--- src/rtl/seq_det_ctrl.sv ---
// rtl/seq_det_ctrl.sv - frame controller feeding a serial 1011 Moore detector
//
// Ports:
//   clk      clock
//   rst      asynchronous active-low reset
//   s_valid  input word valid
//   s_ready  input word ready
//   s_data   input word, shifted onto det_in MSB first
//   s_last   input word is the last of its frame
//   r_valid  frame result valid (held until r_ready)
//   r_ready  frame result accepted
//   r_count  saturating hit count for the frame
//   r_err    frame was aborted by an input underrun
//   det_in   serial bit to the detector
//   det_rst  registered active-low clear to the detector
//   det_out  detector Moore output (reflects bits up to the previous cycle)
//   busy     controller is not idle
module seq_det_ctrl #(
  parameter int WIDTH = 8,
  parameter int CNT_W = 8
) (
  input  logic             clk,
  input  logic             rst,
  input  logic             s_valid,
  output logic             s_ready,
  input  logic [WIDTH-1:0] s_data,
  input  logic             s_last,
  output logic             r_valid,
  input  logic             r_ready,
  output logic [CNT_W-1:0] r_count,
  output logic             r_err,
  output logic             det_in,
  output logic             det_rst,
  input  logic             det_out,
  output logic             busy
);

  localparam int IDX_W = (WIDTH > 1) ? $clog2(WIDTH) : 1;
  localparam logic [IDX_W-1:0] LAST_IDX = IDX_W'(WIDTH - 1);
  localparam logic [CNT_W-1:0] CNT_MAX = '1;

  typedef enum logic [2:0] {
    IDLE,
    SHIFT,
    DRAIN,
    REPORT,
    FLUSH
  } state_t;

  state_t state;
  state_t state_next;

  // Serialiser: word being shifted out, its last flag and bit position
  logic [WIDTH-1:0] sh;
  logic             cur_last;
  logic [IDX_W-1:0] bit_idx;

  // One-entry next-word buffer
  logic [WIDTH-1:0] nb_data;
  logic             nb_last;
  logic             nb_valid;

  // Per-frame result state
  logic [CNT_W-1:0] cnt;
  logic             primed;
  logic             err;

  // Combinational controls
  logic s_fire;
  logic nb_write;
  logic nb_clear;
  logic load_sh;
  logic start_frame;
  logic hit_en;
  logic set_err;
  logic det_rst_next;

  always_comb begin
    state_next   = state;
    s_ready      = 1'b0;
    r_valid      = 1'b0;
    nb_clear     = 1'b0;
    load_sh      = 1'b0;
    start_frame  = 1'b0;
    hit_en       = 1'b0;
    set_err      = 1'b0;

    case (state)
      IDLE: begin
        s_ready = !nb_valid;
        if (nb_valid) begin
          load_sh     = 1'b1;
          start_frame = 1'b1;
          nb_clear    = 1'b1;
          state_next  = SHIFT;
        end
      end

      SHIFT: begin
        s_ready = !nb_valid;
        // The first SHIFT cycle of a frame still sees the cleared detector.
        hit_en  = primed;
        if (bit_idx == LAST_IDX) begin
          if (cur_last) begin
            state_next = DRAIN;
          end else if (nb_valid) begin
            // Chain the next word with no bubble so matches span the boundary.
            load_sh  = 1'b1;
            nb_clear = 1'b1;
          end else begin
            set_err    = 1'b1;
            state_next = DRAIN;
          end
        end
      end

      DRAIN: begin
        // det_out now reflects the final bit of the frame.
        hit_en     = 1'b1;
        state_next = REPORT;
      end

      REPORT: begin
        r_valid = 1'b1;
        if (r_ready) begin
          state_next = err ? FLUSH : IDLE;
        end
      end

      FLUSH: begin
        // Anything buffered or arriving belongs to the aborted frame.
        s_ready  = 1'b1;
        nb_clear = 1'b1;
        if ((nb_valid && nb_last) || (s_valid && s_last)) begin
          state_next = IDLE;
        end
      end

      default: begin
        state_next = IDLE;
      end
    endcase

    s_fire       = s_valid && s_ready;
    nb_write     = s_fire && (state != FLUSH);
    det_rst_next = (state_next == SHIFT) || (state_next == DRAIN);
  end

  always_ff @(posedge clk or negedge rst) begin
    if (!rst) begin
      state    <= IDLE;
      det_rst  <= 1'b0;
      sh       <= '0;
      cur_last <= 1'b0;
      bit_idx  <= '0;
      nb_data  <= '0;
      nb_last  <= 1'b0;
      nb_valid <= 1'b0;
      cnt      <= '0;
      primed   <= 1'b0;
      err      <= 1'b0;
    end else begin
      state   <= state_next;
      det_rst <= det_rst_next;

      // nb_write only happens with nb empty and nb_clear only with nb full
      // (or in FLUSH, where nothing is written), so the two never collide.
      if (nb_write) begin
        nb_valid <= 1'b1;
        nb_data  <= s_data;
        nb_last  <= s_last;
      end else if (nb_clear) begin
        nb_valid <= 1'b0;
      end

      if (load_sh) begin
        sh       <= nb_data;
        cur_last <= nb_last;
        bit_idx  <= '0;
      end else if (state == SHIFT) begin
        sh      <= sh << 1;
        bit_idx <= bit_idx + 1'b1;
      end

      if (start_frame) begin
        cnt    <= '0;
        err    <= 1'b0;
        primed <= 1'b0;
      end else begin
        if (state == SHIFT) begin
          primed <= 1'b1;
        end
        if (hit_en && det_out && (cnt != CNT_MAX)) begin
          cnt <= cnt + 1'b1;
        end
        if (set_err) begin
          err <= 1'b1;
        end
      end
    end
  end

  assign det_in  = (state == SHIFT) ? sh[WIDTH-1] : 1'b0;
  assign r_count = cnt;
  assign r_err   = err;
  assign busy    = (state != IDLE);

endmodule

--- config.mk ---
export PLATFORM = sky130hd
export DESIGN_NAME = seq_det_ctrl
export DESIGN_NICKNAME = d
export VERILOG_FILES = /design/src/rtl/seq_det_ctrl.sv
export SDC_FILE = /design/constraint.sdc
export NUM_CORES = 1
export LEC_CHECK = 0
export ABC_AREA = 0
export CAP_MARGIN = 20
export CORE_UTILIZATION = 49
export CTS_CLUSTER_SIZE = 24
export DETAILED_ROUTE_END_ITERATION = 12
export GPL_TIMING_DRIVEN = 1
export PLACE_DENSITY = 0.78
export SLEW_MARGIN = 10
export SYNTH_ARGS = -nofsm -noshare
export SYNTH_HDL_FRONTEND = slang
export SYNTH_SLANG_ARGS = --single-unit
--- constraint.sdc ---
create_clock -name clk -period 2.4 [get_ports clk]
set_input_delay 0.48 -clock clk [delete_from_list [all_inputs] [get_ports clk]]
set_output_delay 0.48 -clock clk [all_outputs]
set_load 0.05 [all_outputs]
# Word-level counts from Yosys, hierarchy flattened
# Index checks and enable logic that the tools add are counted.
dict set report op_classes {
  n_reduce_logical 17
  shift 0
  muxes 34
  div 0
  eq_ne 9
  add_sub_neg 2
  n_mul 0
  n_lt_le_gt_ge 0
  bitwise_logic 0
}
# operator n
set op_table {}
lappend op_table {{$mux 8} 4}
lappend op_table {{$mux 3} 9}
lappend op_table {{$mux 1} 16}
lappend op_table {{$pmux 3 s5} 1}
lappend op_table {{$reduce_bool 2->1} 5}
lappend op_table {{$eq 3x2->1 const B} 3}
lappend op_table {{$add 8x1->8 const B} 1}
lappend op_table {{$ne 8x8->1 const B} 1}
lappend op_table {{$eq 3x1->1 const B} 2}
lappend op_table {{$eq 3x3->1 const B} 2}
lappend op_table {{$logic_and 1x1->1} 6}
lappend op_table {{$pmux 1 s2} 3}
lappend op_table {{$add 3x1->3 const B} 1}
lappend op_table {{$logic_not 3->1} 1}
lappend op_table {{$ne 3x3->1 const B} 1}
lappend op_table {{$pmux 1 s3} 1}
lappend op_table {{$reduce_bool 3->1} 1}
lappend op_table {{$logic_or 1x1->1} 2}
lappend op_table {{$reduce_or 2->1} 1}
lappend op_table {{$logic_not 1->1} 1}
dict set report totals {
  output_inout_bits 14
  reg_bits 36
  memories 0
  latchBits 0
  ram_bits 0
  mem_bits_ro 0
  in_bits 14
}

# Logic depth before layout (Yosys ltp)
dict set report depth {
  word_depth 6
  depth_mapped 7
  ltp_nobuf 6
}

# Worst setup path before layout
# Ideal clock, no wire load.
dict set report synth_path {
  path_kind {reg-to-output}
  startpoint {register state[2]}
  endpoint {output det_in}
  path_slack_ps 509
  arrival_time_ps 1411
  stages_incl_launch_ff 4
  required_ps 1920
  cell_sequence {dfrtp_1 > buf_6 > nor3b_4 > and2_1}
}
dict set report synth_between {
  elab_chain_cells 2
}
# element line
set synth_lines {}
lappend synth_lines {{start: declaration} 50} ;# state_t state;
lappend synth_lines {{start signal: assignment} 163} ;# state <= state_next;
lappend synth_lines {{$eq 3x1->1} 203} ;# assign det_in = (state == SHIFT) ? sh[WIDTH-1] : 1'b0;
lappend synth_lines {{$mux 1} 203}
lappend synth_lines {{end: declaration} 32} ;# output logic det_in,
# Every way passes these cells.

# Final worst setup path
dict set report layout_path {
  startpoint {register state[2]}
  endpoint {output busy}
}
dict set report layout_between {
  elab_chain_cells 1
}
# element line
set layout_lines {}
lappend layout_lines {{$reduce_bool 3->1} 206} ;# assign busy = (state != IDLE);
lappend layout_lines {{end: declaration} 35} ;# output logic busy
# Every way passes these cells.

==> out/metrics.yaml <==
drt-initial-drc-count: 122
stdcell_area_um2: 2160
clk_pin_slew_worst_paths_ps: 110
synthesis.nets: 165
ant_nets: 0
start_util_pct: 51.8
overflow: 0
htree_num_levels: 2
dpl_cell_area_um2: 2100
finalHoldViolations: 0
syn_area_um2: 1760
worstSkewPairLatency_ps: 350
drive_gt1_share_pct: 19.6
synth_cells: 148
wire_per_inst_um: 14.4
drc_errors: 0
pin_count: 28
yosysSeqAreaShare_pct: 51.3
whs_ps: 486
synthArstFlopShare_pct: 100
cts_buffer_depth: 2
antenna_cells: 0
synth_cell_type_count: 42
worst_pin_slew_ps: 550
cp-end-kind: "output pin"
max-slew-margin-rel_pct: 63.2
cp.required_ps: 1920
chipHeight_um: 61.9
r2r-end: "cur_last$_DFFE_PN0P_"
layout.nets: 201
dr_wl_met3_um: 126
grt_max_degree: 37
first_global_vias: 1267
status: "complete, no violations"
numPortBuffers: 27
routed_wl_mm: 3.31
holdPathEnd: "sh[4]$_DFFE_PN0P_"
highest-signal-layer: "met4"
cts_made_buffers: 5
start_kind: "register"
synth_top_flop_cell: "dfrtp_1"
cts_root_buf: "clkbuf_4"
antenna_found_initial: 0
vias: 1318
die_x_um: 61.9
hold_buffers: 0
gp_congestion: 0.765
min_from: "nb_data[4]$_DFFE_PN0P_"
fin_tns_setup_ps: 0
met2_length_mm: 1.74
period_minus_slack_ps: 2320
r2r-start: "bit_idx[0]$_DFFE_PN0P_"
worstPathArrival_ps: 1840
synth_edf_count: 0
report.final.setup_viol: 0
ir_drop_uv: 628
r2r_cells: 6
grt_usage_pct: 20.6
period_share_pct: 96.6
max_freq_mhz: 431
die_area_um2: 3830
post_cts_resized: 0
drtPass1Iterations: 4
core_area_um2: 3390
cts_post_setup_buffers_inserted: 0
worst_clock_skew_ps: 11.0
reg2reg_setup_slack_ps: 530
syn_to_final_growth_pct: 23.2
critical_path.max_fanout: 2
min_path_cells: 1
rsz0062_at_grt: "false"
cts.sinks: 36
met1Wirelength_mm: 1.37
leakage_nw: 0.990
cts_tree: "yes"
path_class: "register to output pin"
drv_cap: 0
hp-class: "register to register"
grt_pass1_wl_mm: 5.55
via_per_inst: 5.73
synth_seq_cells: 36
drv_slew: 0
yosys_warnings: 0
synth.avg_cell_area_um2: 11.9
p_per_area_nw_per_um2: 1310
fin_util_pct: 63.9
hpwl_mm: 2.35
num_rows: 21
[cells by family after synthesis]
family          share of synthesized area (%)
compound gates                           17.1
xor+xnor                                0.499
fa+ha+maj                                2.14
buf+inv                                  3.06
flops                                    51.3
mux                                      8.69
simple gates                             17.2
[power breakdown]
part,internal [mW],switching (mW)
registers,0.847,0.181
clock network,0.166,0.196
logic,0.656,0.788
total,1.67,1.17
[critical path: stages (launching register included)]
cell and delay [ps]:
dfrtp_1 390, or3_1 390, clkdlybuf4s50_1 710
[cell usage after synthesis (3+ instances only)]
cell,count,share of area (%)
inv_1,3,0.64
nor2_1,6,1.3
dfrtp_1,36,51
a21oi_1,8,2.3
a22o_1,8,4.0
ha_1,3,2.1
or4_1,3,1.3
a21o_1,9,3.8
nand2_1,9,1.9
o21ai_0,3,0.85
mux2i_1,4,2.3
nand3_1,7,2.0
mux2_2,10,6.4
[cell type report]
type,instances,area (µm²)
fill,275,1220
sequential,36,901
multi-input combinational,104,802
timing repair buffer,34,328
clock buffer,7,65.1
tap,46,57.6
inverter,3,11.3
[layout by cell type, fill, tap and decap left out, types with 2 or more instances in the layout]
master / Yosys / routed
clkbuf_8: 0 / 2
dfrtp_1: 36 / 36
mux2_2: 10 / 10
o21ai_0: 3 / 3
or2_2: 2 / 2
nand2_1: 9 / 9
or4_1: 3 / 3
o41ai_1: 2 / 2
o31ai_1: 2 / 2
inv_1: 3 / 3
a21oi_1: 8 / 8
and3b_1: 2 / 2
o21a_1: 2 / 2
buf_4: 2 / 9
mux2i_1: 4 / 4
and2_1: 2 / 2
nand3_1: 7 / 7
ha_1: 3 / 3
nor2_1: 6 / 6
nand2b_1: 2 / 2
a21o_1: 9 / 9
nor4b_4: 2 / 2
a22o_1: 8 / 8
clkdlybuf4s50_1: 0 / 24
clkbuf_4: 0 / 5
[metal layers]
layer	GRT usage, %	up-vias
li1	-	621
met1	24.1	655
met2	35.0	35
met3	4.76	7
met4	11.1	0
met5	0	-
[through the flow]
stage / power [mW] / setup WS, ps / instances
floorplan: 2.08 / 509 / 148
global placement: 2.43 / 437 / 223
detailed placement: 2.50 / 368 / 223
CTS: 2.86 / 66.9 / 230
global route: 3.03 / 19.8 / 230
finish: 2.83 / 81.8 / 230
[state kept, by name, indices dropped and copies added (netlist names)]
name      flops
r_err         1
r_count       8
nb_last       1
primed        1
cur_last      1
bit_idx       3
det_rst       1
sh            8
nb_valid      1
state         3
nb_data       8
[worst max-delay path by stage]
stage / end / cells past startpoint / start / slack [ps]
finish: busy / 2 / state[2]$_DFF_PN0_ / 80
CTS: busy / 2 / state[2]$_DFF_PN0_ / 70
global placement: r_count[4]$_DFFE_PN0P_ / 5 / det_out / 440
global route: busy / 2 / state[2]$_DFF_PN0_ / 20
floorplan: det_in / 3 / state[2]$_DFF_PN0_ / 510
detailed placement: r_count[4]$_DFFE_PN0P_ / 5 / det_out / 370
Note: power is estimated with default switching activity, not from simulation.
